$ cat config.mk
export PLATFORM = sky130hd
export DESIGN_NAME = eth_descrambler_flat
export DESIGN_NICKNAME = d
export VERILOG_FILES = /design/src/rtl/eth_pcs_pkg.sv /design/src/rtl/eth_descrambler_if.sv /design/src/rtl/eth_skid_buffer.sv /design/src/rtl/eth_descrambler.sv /design/src/flat_wrapper.sv
export SDC_FILE = /design/constraint.sdc
export NUM_CORES = 1
export LEC_CHECK = 0
export ABC_AREA = 1
export BUFFER_PORTS_ARGS = -buffer_cell sky130_fd_sc_hd__clkbuf_2
export CORE_MARGIN = 4
export CORE_UTILIZATION = 63
export CTS_BUF_LIST = sky130_fd_sc_hd__clkbuf_16
export DETAILED_ROUTE_END_ITERATION = 12
export PLACE_DENSITY = 0.95
export SETUP_SLACK_MARGIN = 0.1
export SLEW_MARGIN = 20
export SYNTH_ARGS = -nofsm -noshare
export SYNTH_HDL_FRONTEND = slang
export SYNTH_SLANG_ARGS = --single-unit
$ cat constraint.sdc
create_clock -name i_clk -period 7.4 [get_ports i_clk]
set_input_delay 1.48 -clock i_clk [delete_from_list [all_inputs] [get_ports i_clk]]
set_output_delay 1.48 -clock i_clk [all_outputs]
set_load 0.02 [all_outputs]
$ cat src/rtl/eth_pcs_pkg.sv
// Shared 64b/66b PCS definitions: scrambler polynomial, sync header codes,
// the sideband bundle that travels with each descrambled word, and helpers.
package eth_pcs_pkg;

    // Self-synchronous scrambler x^58 + x^39 + 1.
    // Tap indices are positions in the 58-bit history register.
    localparam int SCR_LEN   = 58;
    localparam int SCR_TAP_A = 38;
    localparam int SCR_TAP_B = 57;

    typedef logic [SCR_LEN-1:0] scr_state_t;

    localparam scr_state_t SCR_INIT = '1;

    // Legal 66b sync headers; 00 and 11 are illegal.
    localparam logic [1:0] SYNC_DATA = 2'b01;
    localparam logic [1:0] SYNC_CTRL = 2'b10;

    // Width of the saturating illegal-header counter.
    localparam int HDR_CNT_W = 16;

    // Per-word sideband carried next to the payload through the output stages.
    typedef struct packed {
        logic       hdr_err;
        logic       settled;
        logic       header_valid;
        logic [1:0] header;
    } sideband_t;

    // Words needed before the whole scrambler history comes from real input.
    function automatic int scr_settle_words(input int width);
        return (SCR_LEN + width - 1) / width;
    endfunction

    // True when a sync header is neither the data nor the control code.
    function automatic logic sync_hdr_illegal(input logic [1:0] hdr);
        return (hdr != SYNC_DATA) && (hdr != SYNC_CTRL);
    endfunction

endpackage

$ cat src/rtl/eth_descrambler_if.sv
// Stream bundle between the block-lock stage, the descrambler and the decoder.
//
// Handshake (both directions): a beat moves on a rising clock edge where
// valid and ready are both high. Once valid is raised it stays high, with its
// payload unchanged, until that edge. Ready never depends combinationally on
// valid on the same side.
interface eth_descrambler_if #(
    parameter int DATA_WIDTH = 32
);

    // Upstream side (into the descrambler)
    logic                  i_valid;
    logic                  o_ready;
    logic [DATA_WIDTH-1:0] i_data;
    logic [1:0]            i_header;
    logic                  i_header_valid;

    // Downstream side (out of the descrambler)
    logic                  o_valid;
    logic                  i_ready;
    logic [DATA_WIDTH-1:0] o_data;
    logic [1:0]            o_header;
    logic                  o_header_valid;
    logic                  o_settled;
    logic                  o_hdr_err;

    // Descrambler view
    modport slave (
        input  i_valid, i_data, i_header, i_header_valid, i_ready,
        output o_ready, o_valid, o_data, o_header, o_header_valid,
               o_settled, o_hdr_err
    );

    // Environment view: drives upstream beats and downstream ready
    modport master (
        output i_valid, i_data, i_header, i_header_valid, i_ready,
        input  o_ready, o_valid, o_data, o_header, o_header_valid,
               o_settled, o_hdr_err
    );

endinterface

$ cat src/rtl/eth_skid_buffer.sv
// Two-entry output pipeline: an output register plus one skid register.
// o_ready is a pure register (not skid full), so there is no combinational
// path from i_ready to o_ready. The skid always drains before a new beat is
// taken, which keeps order. Flush empties both entries.
module eth_skid_buffer #(
    parameter int WIDTH = 8
) (
    input  logic             i_clk,
    input  logic             i_rst,
    input  logic             i_flush,
    input  logic             i_valid,
    output logic             o_ready,
    input  logic [WIDTH-1:0] i_data,
    output logic             o_valid,
    input  logic             i_ready,
    output logic [WIDTH-1:0] o_data
);

    logic             out_valid_q;
    logic [WIDTH-1:0] out_data_q;
    logic             skid_valid_q;
    logic [WIDTH-1:0] skid_data_q;
    logic             out_free;

    // Output register can take a new word when empty or transferring now.
    assign out_free = !out_valid_q || i_ready;

    // Move beats: skid -> output first, otherwise input -> output or skid.
    always_ff @(posedge i_clk or posedge i_rst) begin
        if (i_rst) begin
            out_valid_q  <= 1'b0;
            out_data_q   <= '0;
            skid_valid_q <= 1'b0;
            skid_data_q  <= '0;
        end else if (i_flush) begin
            out_valid_q  <= 1'b0;
            skid_valid_q <= 1'b0;
        end else if (skid_valid_q) begin
            if (out_free) begin
                out_valid_q  <= 1'b1;
                out_data_q   <= skid_data_q;
                skid_valid_q <= 1'b0;
            end
        end else if (i_valid) begin
            if (out_free) begin
                out_valid_q <= 1'b1;
                out_data_q  <= i_data;
            end else begin
                skid_valid_q <= 1'b1;
                skid_data_q  <= i_data;
            end
        end else if (i_ready) begin
            out_valid_q <= 1'b0;
        end
    end

    assign o_ready = !skid_valid_q;
    assign o_valid = out_valid_q;
    assign o_data  = out_data_q;

endmodule

$ cat src/rtl/eth_descrambler.sv
// Receive-side 64b/66b descrambler (x^58 + x^39 + 1).
// The descrambling network is combinational on the incoming word; the
// history register, settle counter and header-error counter live here and
// advance only when a beat is accepted. Results go through a skid buffer
// together with the sync header, the settled flag and the header-error flag.
module eth_descrambler
    import eth_pcs_pkg::*;
#(
    parameter int DATA_WIDTH = 32
) (
    input  logic                 i_clk,
    input  logic                 i_rst,
    input  logic                 i_flush,
    input  logic                 descrambler_bypass,
    input  logic                 i_hdr_err_clear,
    output logic [HDR_CNT_W-1:0] o_hdr_err_count,
    eth_descrambler_if.slave     bus
);

    // Settle counter saturates at the number of words that fill the history.
    localparam int SETTLE_WORDS = scr_settle_words(DATA_WIDTH);
    localparam int CNT_W        = (SETTLE_WORDS > 1) ? $clog2(SETTLE_WORDS + 1) : 1;
    localparam int BUNDLE_W     = DATA_WIDTH + $bits(sideband_t);

    localparam logic [CNT_W-1:0]     SETTLE_CNT = CNT_W'(SETTLE_WORDS);
    localparam logic [CNT_W-1:0]     CNT_ONE    = CNT_W'(1);
    localparam logic [HDR_CNT_W-1:0] HDR_ONE    = HDR_CNT_W'(1);
    localparam logic [HDR_CNT_W-1:0] HDR_MAX    = '1;

    scr_state_t            scr_q;
    scr_state_t            scr_d;
    logic [CNT_W-1:0]      settle_cnt_q;
    logic [HDR_CNT_W-1:0]  hdr_cnt_q;

    logic [DATA_WIDTH-1:0] desc_data;
    logic [DATA_WIDTH-1:0] data_in;
    logic [DATA_WIDTH-1:0] data_out;
    sideband_t             sb_in;
    sideband_t             sb_out;
    logic [BUNDLE_W-1:0]   bundle_out;

    logic                  skid_in_valid;
    logic                  skid_ready;
    logic                  out_valid;
    logic                  push;
    logic                  hdr_bad;

    // A beat offered during flush still sees o_ready, but it is discarded.
    assign skid_in_valid = bus.i_valid && !i_flush;
    assign push          = skid_in_valid && skid_ready;
    assign hdr_bad       = bus.i_header_valid && sync_hdr_illegal(bus.i_header);

    // Bit-serial descramble, MSB first; the history shifts in received bits.
    always_comb begin
        scr_state_t s;
        s         = scr_q;
        desc_data = '0;
        for (int b = DATA_WIDTH - 1; b >= 0; b--) begin
            desc_data[b] = bus.i_data[b] ^ s[SCR_TAP_A] ^ s[SCR_TAP_B];
            s            = {s[SCR_LEN-2:0], bus.i_data[b]};
        end
        scr_d = s;
    end

    // Select payload and assemble the sideband for the incoming word.
    always_comb begin
        data_in             = descrambler_bypass ? bus.i_data : desc_data;
        sb_in.hdr_err       = hdr_bad;
        sb_in.settled       = (settle_cnt_q == SETTLE_CNT);
        sb_in.header_valid  = bus.i_header_valid;
        sb_in.header        = bus.i_header;
    end

    // History register: advances on every kept beat, bypassed or not.
    always_ff @(posedge i_clk or posedge i_rst) begin
        if (i_rst) begin
            scr_q <= SCR_INIT;
        end else if (push) begin
            scr_q <= scr_d;
        end
    end

    // Settle counter: words since reset or flush, saturating.
    always_ff @(posedge i_clk or posedge i_rst) begin
        if (i_rst) begin
            settle_cnt_q <= '0;
        end else if (i_flush) begin
            settle_cnt_q <= '0;
        end else if (push && (settle_cnt_q != SETTLE_CNT)) begin
            settle_cnt_q <= settle_cnt_q + CNT_ONE;
        end
    end

    // Illegal-header counter: saturating; clear wins but still counts this beat.
    always_ff @(posedge i_clk or posedge i_rst) begin
        if (i_rst) begin
            hdr_cnt_q <= '0;
        end else if (i_hdr_err_clear) begin
            hdr_cnt_q <= (push && hdr_bad) ? HDR_ONE : '0;
        end else if (push && hdr_bad && (hdr_cnt_q != HDR_MAX)) begin
            hdr_cnt_q <= hdr_cnt_q + HDR_ONE;
        end
    end

    eth_skid_buffer #(
        .WIDTH (BUNDLE_W)
    ) u_skid (
        .i_clk   (i_clk),
        .i_rst   (i_rst),
        .i_flush (i_flush),
        .i_valid (skid_in_valid),
        .o_ready (skid_ready),
        .i_data  ({sb_in, data_in}),
        .o_valid (out_valid),
        .i_ready (bus.i_ready),
        .o_data  (bundle_out)
    );

    assign {sb_out, data_out} = bundle_out;

    assign bus.o_ready        = skid_ready;
    assign bus.o_valid        = out_valid;
    assign bus.o_data         = data_out;
    assign bus.o_header       = sb_out.header;
    assign bus.o_header_valid = sb_out.header_valid;
    assign bus.o_settled      = sb_out.settled;
    assign bus.o_hdr_err      = out_valid && sb_out.hdr_err;
    assign o_hdr_err_count    = hdr_cnt_q;

endmodule

$ cat src/flat_wrapper.sv
// flat-port wrapper written by rule: the top's interface ports become plain ports
module eth_descrambler_flat import eth_pcs_pkg::*;
#(
    parameter int DATA_WIDTH = 32
)
  (i_clk, i_rst, i_flush, descrambler_bypass, i_hdr_err_clear, o_hdr_err_count, bus_i_valid, bus_i_data, bus_i_header, bus_i_header_valid, bus_i_ready, bus_o_ready, bus_o_valid, bus_o_data, bus_o_header, bus_o_header_valid, bus_o_settled, bus_o_hdr_err);
  eth_descrambler_if #(.DATA_WIDTH(DATA_WIDTH)) bus_i ();
  input  logic i_clk;
  input  logic i_rst;
  input  logic i_flush;
  input  logic descrambler_bypass;
  input  logic i_hdr_err_clear;
  output logic [HDR_CNT_W-1:0] o_hdr_err_count;
  input wire logic [$bits(bus_i.i_valid)-1:0] bus_i_valid;
  input wire logic [$bits(bus_i.i_data)-1:0] bus_i_data;
  input wire logic [$bits(bus_i.i_header)-1:0] bus_i_header;
  input wire logic [$bits(bus_i.i_header_valid)-1:0] bus_i_header_valid;
  input wire logic [$bits(bus_i.i_ready)-1:0] bus_i_ready;
  output wire logic [$bits(bus_i.o_ready)-1:0] bus_o_ready;
  output wire logic [$bits(bus_i.o_valid)-1:0] bus_o_valid;
  output wire logic [$bits(bus_i.o_data)-1:0] bus_o_data;
  output wire logic [$bits(bus_i.o_header)-1:0] bus_o_header;
  output wire logic [$bits(bus_i.o_header_valid)-1:0] bus_o_header_valid;
  output wire logic [$bits(bus_i.o_settled)-1:0] bus_o_settled;
  output wire logic [$bits(bus_i.o_hdr_err)-1:0] bus_o_hdr_err;
  assign bus_i.i_valid = bus_i_valid;
  assign bus_i.i_data = bus_i_data;
  assign bus_i.i_header = bus_i_header;
  assign bus_i.i_header_valid = bus_i_header_valid;
  assign bus_i.i_ready = bus_i_ready;
  assign bus_o_ready = bus_i.o_ready;
  assign bus_o_valid = bus_i.o_valid;
  assign bus_o_data = bus_i.o_data;
  assign bus_o_header = bus_i.o_header;
  assign bus_o_header_valid = bus_i.o_header_valid;
  assign bus_o_settled = bus_i.o_settled;
  assign bus_o_hdr_err = bus_i.o_hdr_err;
  eth_descrambler #(.DATA_WIDTH(DATA_WIDTH)) u_core (.i_clk(i_clk), .i_rst(i_rst), .i_flush(i_flush), .descrambler_bypass(descrambler_bypass), .i_hdr_err_clear(i_hdr_err_clear), .o_hdr_err_count(o_hdr_err_count), .bus(bus_i));
endmodule
==> results of run 1 <==
==> kinds of logic after synthesis <==
family,after synthesis,share of synthesized area
xor+xnor,37,0.0419
fa+ha+maj,2,0.00324
simple gates,383,0.210
buf+inv,213,0.125
compound gates,181,0.118
flops,152,0.501
==> cells in the mapped netlist, drive strengths merged <==
| master | n | area share |
|---|---|---|
| clkinv | 1 | 0.00049 |
| nand3b | 2 | 0.0019 |
| dfrtp | 94 | 0.30 |
| nand2 | 297 | 0.14 |
| ha | 2 | 0.0032 |
| buf | 52 | 0.046 |
| or2 | 1 | 0.00081 |
| a21oi | 35 | 0.023 |
| inv | 138 | 0.067 |
| nor2 | 23 | 0.017 |
| xor2 | 37 | 0.042 |
| dfstp | 58 | 0.20 |
| clkbuf | 22 | 0.011 |
| nand4 | 15 | 0.012 |
| nand3 | 45 | 0.033 |
| o21ai | 143 | 0.093 |
| o21bai | 3 | 0.0029 |
==> critical path, cell delays in order <==
cell	delay, ns
clkbuf_2	0.09
inv_1	0.13
nand3_4	0.72
inv_4	0.50
nand2_1	0.28
inv_2	0.73
o21ai_0	0.23
==> where the power goes <==
part / leakage (nW) / switching (mW) / total, mW / internal [mW]
sequential: 1.79 / 0.0931 / 1.12 / 1.03
combinational: 2.26 / 0.316 / 0.467 / 0.151
clock: 0.306 / 0.331 / 0.884 / 0.553
total: 4.36 / 0.740 / 2.47 / 1.73
==> final cells by class <==
class	count	area (sq um)	share of cell area
inverter	139	531	0.0619
multi-input combinational	603	2890	0.337
clock inverter	15	168	0.0196
sequential	152	3880	0.453
clock buffer	17	425	0.0497
tap	147	184	0.0215
timing repair buffer	97	492	0.0574
==> state kept, by name (all words and copies together) (netlist names) <==
| signal | cells |
|---|---|
| u_core.u_skid.o_data | 37 |
| u_core.u_skid.skid_valid_q | 1 |
| u_core.scr_q | 58 |
| u_core.settle_cnt_q | 2 |
| u_core.u_skid.o_valid | 1 |
| u_core.u_skid.skid_data_q | 37 |
| u_core.o_hdr_err_count | 16 |
==> stage by stage <==
step | worst slack [ns] | hold slack, ns
floorplan | 1.92 | 0.448
global placement | 3.27 | 0.462
detailed placement | 3.11 | 0.467
CTS | 3.49 | 0.483
global route | 3.09 | 0.501
finish | 3.46 | 0.477
==> path summary, 6_finish.rpt <==
path,end,depth (start not counted),startpoint,slack (ns)
max,u_core.u_skid.skid_data_q[26],7,i_flush,3.46
min,u_core.u_skid.o_data[26],2,u_core.u_skid.o_data[26],0.48
max reg2reg,u_core.u_skid.skid_data_q[26],6,u_core.u_skid.skid_valid_q,3.72
min reg2reg,u_core.u_skid.o_data[26],2,u_core.u_skid.o_data[26],0.48
max in group asynchronous,u_core.u_skid.o_data[18],3,i_rst,5.15
min in group asynchronous,u_core.u_skid.skid_data_q[32],2,i_rst,1.13
==> per-layer routing <==
layer / vias up / share of wire / routed length, um / global-route usage
met1: 3027 / 0.43 / 7410 / 0.342
met3: 60 / 0.065 / 1140 / 0.0622
met4: 0 / 0.033 / 579 / 0.104
met5: - / 0 / 0 / 0
li1: 3075 / - / - / -
met2: 287 / 0.48 / 8300 / 0.413
==> metrics.md, run 1 <==
| Metric | Value |
|---|---|
| Post-DP HPWL | ~12,000 um |
| Detailed Routing Iterations Pass 1 | 6 |
| Syn_nets | between 1k and 1.5k |
| Area grow syn2layout | 10.8% |
| Synth Cell Area | between 7000 and 8000 sq um |
| Fin cells | 1,170 |
| Commonest non-fill, non-tap cell in the layout | nand2_1 |
| Antenna Nets Post-Route | 0 |
| Register area share after synthesis | 0.501 |
| Overall power | 2.47 mW |
| RSZ-0062 raised after global routing | false |
| Dpl cell area | 7970 sq um |
| Crit path max fanout | 103 |
| CTS resizes | 0 |
| Die width | 119 um |
| Type of the worst setup path | in2reg |
| Ratio of cells with drive above 1 in the final layout | 0.194 |
| Hold WC Path Type | reg2reg |
| Core ar. | 12,000 sq um |
| Dpl cells | about 1.1k |
| Setup_tns | 0 ns |
| Setup Buffers After CTS | 0 |
| Largest net degree at the start of global routing | 104 |
| GPL Wtd Cong | 0.874 |
| First-pass GRT wire length | 29,100 um |
| CTS clk-pin slew, worst paths | about 0.060 ns |
| PwrDens | 289 nW/um^2 |
| Total Routing Usage GR | 0.259 |
| Initial core utilization | 0.644 |
| Slew headroom | 0.295 |
| Clock sink total | 152 |
| Final nets | between 1k and 1.5k |
| Maximum vdd drop | 235 uV |
| Clk root buf | clkbuf_16 |
| Crit path DAT | between 4 and 5 ns |
| Total of fill cells in the finished design | 898 |
| Antenna cells | 0 |
| Initial DRC count | 731 |
| Hold Violations, Final | 0 |
| Vias post-DR | 6,449 |
| Clock skew | approximately 0.008 ns |
| CP Launch Type | primary input |
| CP Capture Type | flop |
| Core Util, Final | 0.713 |
| Fmax | 254 MHz |
| Number of distinct library cells after synthesis | 28 |
| Final WL | 17,400 um |
| H-tree depth | 4 |
| Worst-Skew Late Latency | around 0.43 ns |
| Status | finished, final reports clean |
| Num CTS Buffers | 17 |
| Average size of a mapped cell | ~8 sq um |
| Num ports | 97 |
| Vias per cell | between 5 and 6 |
| Max Buffers Root-to-Sink | 2 |
| Max-Cap Viols | 0 |
| Slew @ Worst Pin | around 1.1 ns |
| Port buffer count | 96 |
| Hold_buf cts | 0 |
| Final setup fails | 0 |
| Final instance area | ~8600 sq um |
| Vias in the first global route | between 6k and 7k |
| Most frequent cells in the layout | nand2_1, o21ai_0, inv_1, clkbuf_2, dfrtp_1 |
| DR DRC count | 0 |
| Worst EP required | between 7 and 8 ns |
| Slew Limit Fails | 0 |
| Row cnt | 40 |
| Mapped Cells | 968 |
| CTS tree | built |
| Initial antenna violation count | 0 |
| Tmin final | between 3 and 4 ns |
| Final period utilization | 0.532 |
| WL per Instance | 14.9 um |
| Overflow after GRT | 0 |
| Die ar. | about 14,000 sq um |
| Yosys warning count | 0 |
| Flops & latches, synth | 152 |
| Cell leakage power | 4.36 nW |
| Chip height | 119 um |
Note: power is estimated with default switching activity, not from simulation.
==> inputs of run 2 (changes only) <==
--- a/config.mk
+++ b/config.mk
@@ -5,13 +5,13 @@
 export SDC_FILE = /design/constraint.sdc
 export NUM_CORES = 1
 export LEC_CHECK = 0
-export ABC_AREA = 1
+export ABC_AREA = 0
 export BUFFER_PORTS_ARGS = -buffer_cell sky130_fd_sc_hd__clkbuf_2
 export CORE_MARGIN = 4
-export CORE_UTILIZATION = 63
+export CORE_UTILIZATION = 53
 export CTS_BUF_LIST = sky130_fd_sc_hd__clkbuf_16
 export DETAILED_ROUTE_END_ITERATION = 12
-export PLACE_DENSITY = 0.95
+export PLACE_DENSITY = 0.87
 export SETUP_SLACK_MARGIN = 0.1
 export SLEW_MARGIN = 20
 export SYNTH_ARGS = -nofsm -noshare
==> constraint.sdc (replaced) <==
create_clock -name i_clk -period 3.6 [get_ports i_clk]
set_input_delay 0.72 -clock i_clk [delete_from_list [all_inputs] [get_ports i_clk]]
set_output_delay 0.72 -clock i_clk [all_outputs]
set_load 0.02 [all_outputs]
==> run 2 against run 1 <==
Net effect:
- critical endpoint is now bus_o_ready
- largest cell class unchanged
- sequential share of layout area is 0.090 points higher
- sequential power is 100% higher
- synthesized cell count is 11% lower
==> metrics.md, run 2 <==
| Metric | Value |
|---|---|
| Status | finished, final reports clean (unchanged) |
| Cell family with most CP delay | buffers and inverters (unchanged) |
| Crit path DAT | 1.71 ns (was 4.19 ns) |
| Commonest non-fill, non-tap cell in the layout | nand2_1 (unchanged) |
| Initial core utilization | 0.545 (was 0.644) |
| Synth area leaders | dfrtp_1, dfstp_2, nand2_1 (unchanged) |
| Crit. Startpoint | u_core.u_skid.skid_valid_q (was i_flush) |
| Vias post-DR | 6,253 (was 6,449) |
| Ratio of cells with drive above 1 in the final layout | 0.223 (was 0.194) |
| Number of distinct library cells after synthesis | 37 (was 28) |
| Slew headroom | 0.328 (was 0.295) |
| Cell leakage power | 3.84 nW (was 4.36 nW) |
| CTS clk-pin slew, worst paths | 0.06 ns (about the same) |
| CP Launch Type | flop (was primary input) |
| WL per Instance | 16.8 um (was 14.9 um) |
| Setup_tns | 0 ns (unchanged) |
| CTS tree | built (unchanged) |
| Flops & latches, synth | 152 (unchanged) |
| Final period utilization | 0.676 |
| Chip height | 128 um (was 119 um) |
| Post-synth EDFFs | 0 (unchanged) |
| Largest net degree at the start of global routing | 99 (was 104) |
| Mapped Cells | 859 (was 968) |
| Final nets | 944 (was 1,054) |
| Total Routing Usage GR | 0.232 (was 0.259) |
| Top_reg_cell synth | dfrtp_1 (unchanged) |
| Tmin final | 2.43 ns |
| CP Capture Type | output port (was flop) |
| Critical Path Slowest Stage Cell | buf_4 (was inv_2) |
| PwrDens | 572 nW/um^2 (was 289 nW/um^2) |
| Num ports | 97 (unchanged) |
| Num CTS Buffers | 17 (unchanged) |
| Clk root buf | clkbuf_16 (unchanged) |
| Largest Register | u_core.scr_q (unchanged) |
| Worst-Skew Late Latency | 0.42 ns (was 0.43 ns) |
| Max-Cap Viols | 0 (unchanged) |
| Max reg flops | 58 (unchanged) |
| Row cnt | 43 (was 40) |
| Cell Chain, Critical Path | buf_4 > inv_1 > clkbuf_2 (was clkbuf_2 > inv_1 > nand3_4 > inv_4 > nand2_1 > inv_2 > o21ai_0) |
| Final WL | 18,300 um (was 17,400 um) |
| Core ar. | 14,000 sq um (was 12,000 sq um) |
| Max Buffers Root-to-Sink | 2 (unchanged) |
| Die ar. | 16,400 sq um (was 14,100 sq um) |
| Die width | 128 um (was 119 um) |
| Antenna cells | 0 (unchanged) |
| Fmax | 411 MHz |
| Core Util, Final | 0.611 (was 0.713) |
| Ys async rst share | 1.00 (unchanged) |
| RSZ-0062 raised after global routing | false (unchanged) |
| Detailed Routing Iterations Pass 1 | 6 (unchanged) |
| Worst EP required | 2.88 ns (was 7.65 ns) |
| Syn_nets | 903 (was 1,012) |
| Count leader, synth | nand2_1 (unchanged) |
| Average size of a mapped cell | 8.88 sq um (was 7.99 sq um) |
| Initial antenna violation count | 2 (was 0) |
| Hold WC Path Type | in2async (was reg2reg) |
| H-tree depth | 4 (unchanged) |
| Hold Worst Slack | 0.390 ns (was 0.477 ns) |
| Area grow syn2layout | 12.0% (was 10.8%) |
| Crit path max fanout | 71 (was 103) |
| Slew @ Worst Pin | 1.01 ns (was 1.06 ns) |
| Yosys warning count | 0 (unchanged) |
| Cell accounting for the most synthesized area | dfrtp_1 (unchanged) |
| Synth Cell Area | 7620 sq um (was 7730 sq um) |
| Post-DP HPWL | 12,300 um (was 11,600 um) |
| Clock sink total | 152 (unchanged) |
| Type of the worst setup path | reg2out (was in2reg) |
| FF-to-FF setup slack | 1.32 ns (was 3.72 ns) |
| Hold Violations, Final | 0 (unchanged) |
| Most frequent cells in the layout | nand2_1, o21ai_0, clkbuf_2, dfrtp_1, dfstp_2 (was nand2_1, o21ai_0, inv_1, clkbuf_2, dfrtp_1) |
| Yosys top cell area share | 0.309 (was 0.304) |
| Initial DRC count | 614 (was 731) |
| Overflow after GRT | 0 (unchanged) |
| Vias in the first global route | 6,009 (was 6,159) |
| Clock skew | 0.00805 ns (was 0.00794 ns) |
| Hold_buf cts | 0 (unchanged) |
| Cells on worst reg2reg path | 4 (was 6) |
| Top post-synthesis cells by count | nand2_1, o21ai_0, dfrtp_1 (was nand2_1, o21ai_0, inv_1) |
| Antenna Nets Post-Route | 0 (unchanged) |
| Worst reg2reg endpoint | u_core.o_hdr_err_count[14] (was u_core.u_skid.skid_data_q[26]) |
| Port buffer count | 96 (unchanged) |
| Maximum vdd drop | 356 uV (was 235 uV) |
| Setup Buffers After CTS | 0 (unchanged) |
| R2R Path Start | u_core.u_skid.skid_valid_q (unchanged) |
| Vias per cell | 5.72 (was 5.51) |
| First-pass GRT wire length | 30,200 um (was 29,100 um) |
| Crit-path max cell delay | 0.60 ns (was 0.73 ns) |
| DR DRC count | 0 (unchanged) |
| CP bufs+invs | 3 (was 4) |
| GPL Wtd Cong | 0.808 (was 0.874) |
| Slew Limit Fails | 0 (unchanged) |
| Final setup fails | 0 (unchanged) |
| CTS resizes | 0 (unchanged) |
| Register area share after synthesis | 0.508 (was 0.501) |
run 2: changes by cell type in the layout (fill, tap and decap cells not counted), moves of 36 or more:
cell,delta
o31ai_1,+41
nor3_1,+36
nand2_1,-45
xor2_1,-36
inv_1,-122
nand3_1,-36
run 2: where the power goes:
part / switching [mW] / internal [mW] / leakage [nW]
logic: 0.582 / 0.368 / 1.74
clock network: 0.669 / 0.996 / 0.287
registers: 0.194 / 2.08 / 1.82
run 2: logic make-up (layout without fill, tap and decap cells):
kind of cell / Yosys count / count (layout) / share of synthesized area
mux: 12 / 12 / 0.0171
xor+xnor: 34 / 34 / 0.0391
buf+inv: 94 / 148 / 0.0642
compound gates: 201 / 201 / 0.158
simple gates: 364 / 364 / 0.211
flops: 152 / 152 / 0.508
fa+ha+maj: 2 / 2 / 0.00328
run 2: worst max path at each step:
stage | to | slack [ns] | cells past startpoint
6_report | bus_o_ready | 1.17 | 3
5_1_grt | bus_o_ready | 1.08 | 3
4_1_cts | bus_o_ready | 1.16 | 3
3_5_place_dp | u_core.o_hdr_err_count[14] | 0.86 | 5
3_3_place_gp | u_core.o_hdr_err_count[14] | 0.90 | 5
2_1_floorplan | u_core.o_hdr_err_count[0] | 1.01 | 1
run 2: final cells by class:
type | instances | area [sq um]
Timing Repair Buffer | 107 | 588
Multi-Input combinational cell | 613 | 3270
Clock inverter | 15 | 123
Inverter | 9 | 37.5
Tap cell | 180 | 225
Fill cell | 1138 | 5450
Sequential cell | 152 | 3880
Clock buffer | 17 | 425
run 2: worst reg2reg max path, delay by kind of cell, from the launching register on:
family	cells	cell delay, ns
AND/OR/NAND/NOR	3	1.37
flip-flops	1	0.43
multiplexers	1	0.37
run 2: layer usage:
| layer | up-vias | part of all wire | GRT usage |
|---|---|---|---|
| met3 | 42 | 0.071 | 0.0596 |
| met4 | 4 | 0.025 | 0.0924 |
| li1 | 2963 | - | - |
| met5 | - | 0.0013 | 0 |
| met2 | 257 | 0.48 | 0.356 |
| met1 | 2987 | 0.43 | 0.316 |
run 2: stage by stage:
step | instance area (sq um) | total power [mW] | setup slack (ns) | instances
2_1_floorplan | 7630 | 3.03 | 1.01 | 859
3_3_place_gp | 8000 | 3.20 | 0.902 | 1061
3_5_place_dp | 8000 | 3.24 | 0.861 | 1061
4_1_cts | 8540 | 4.92 | 1.16 | 1093
5_1_grt | 8540 | 5.13 | 1.08 | 1093
6_report | 8540 | 4.89 | 1.17 | 1093
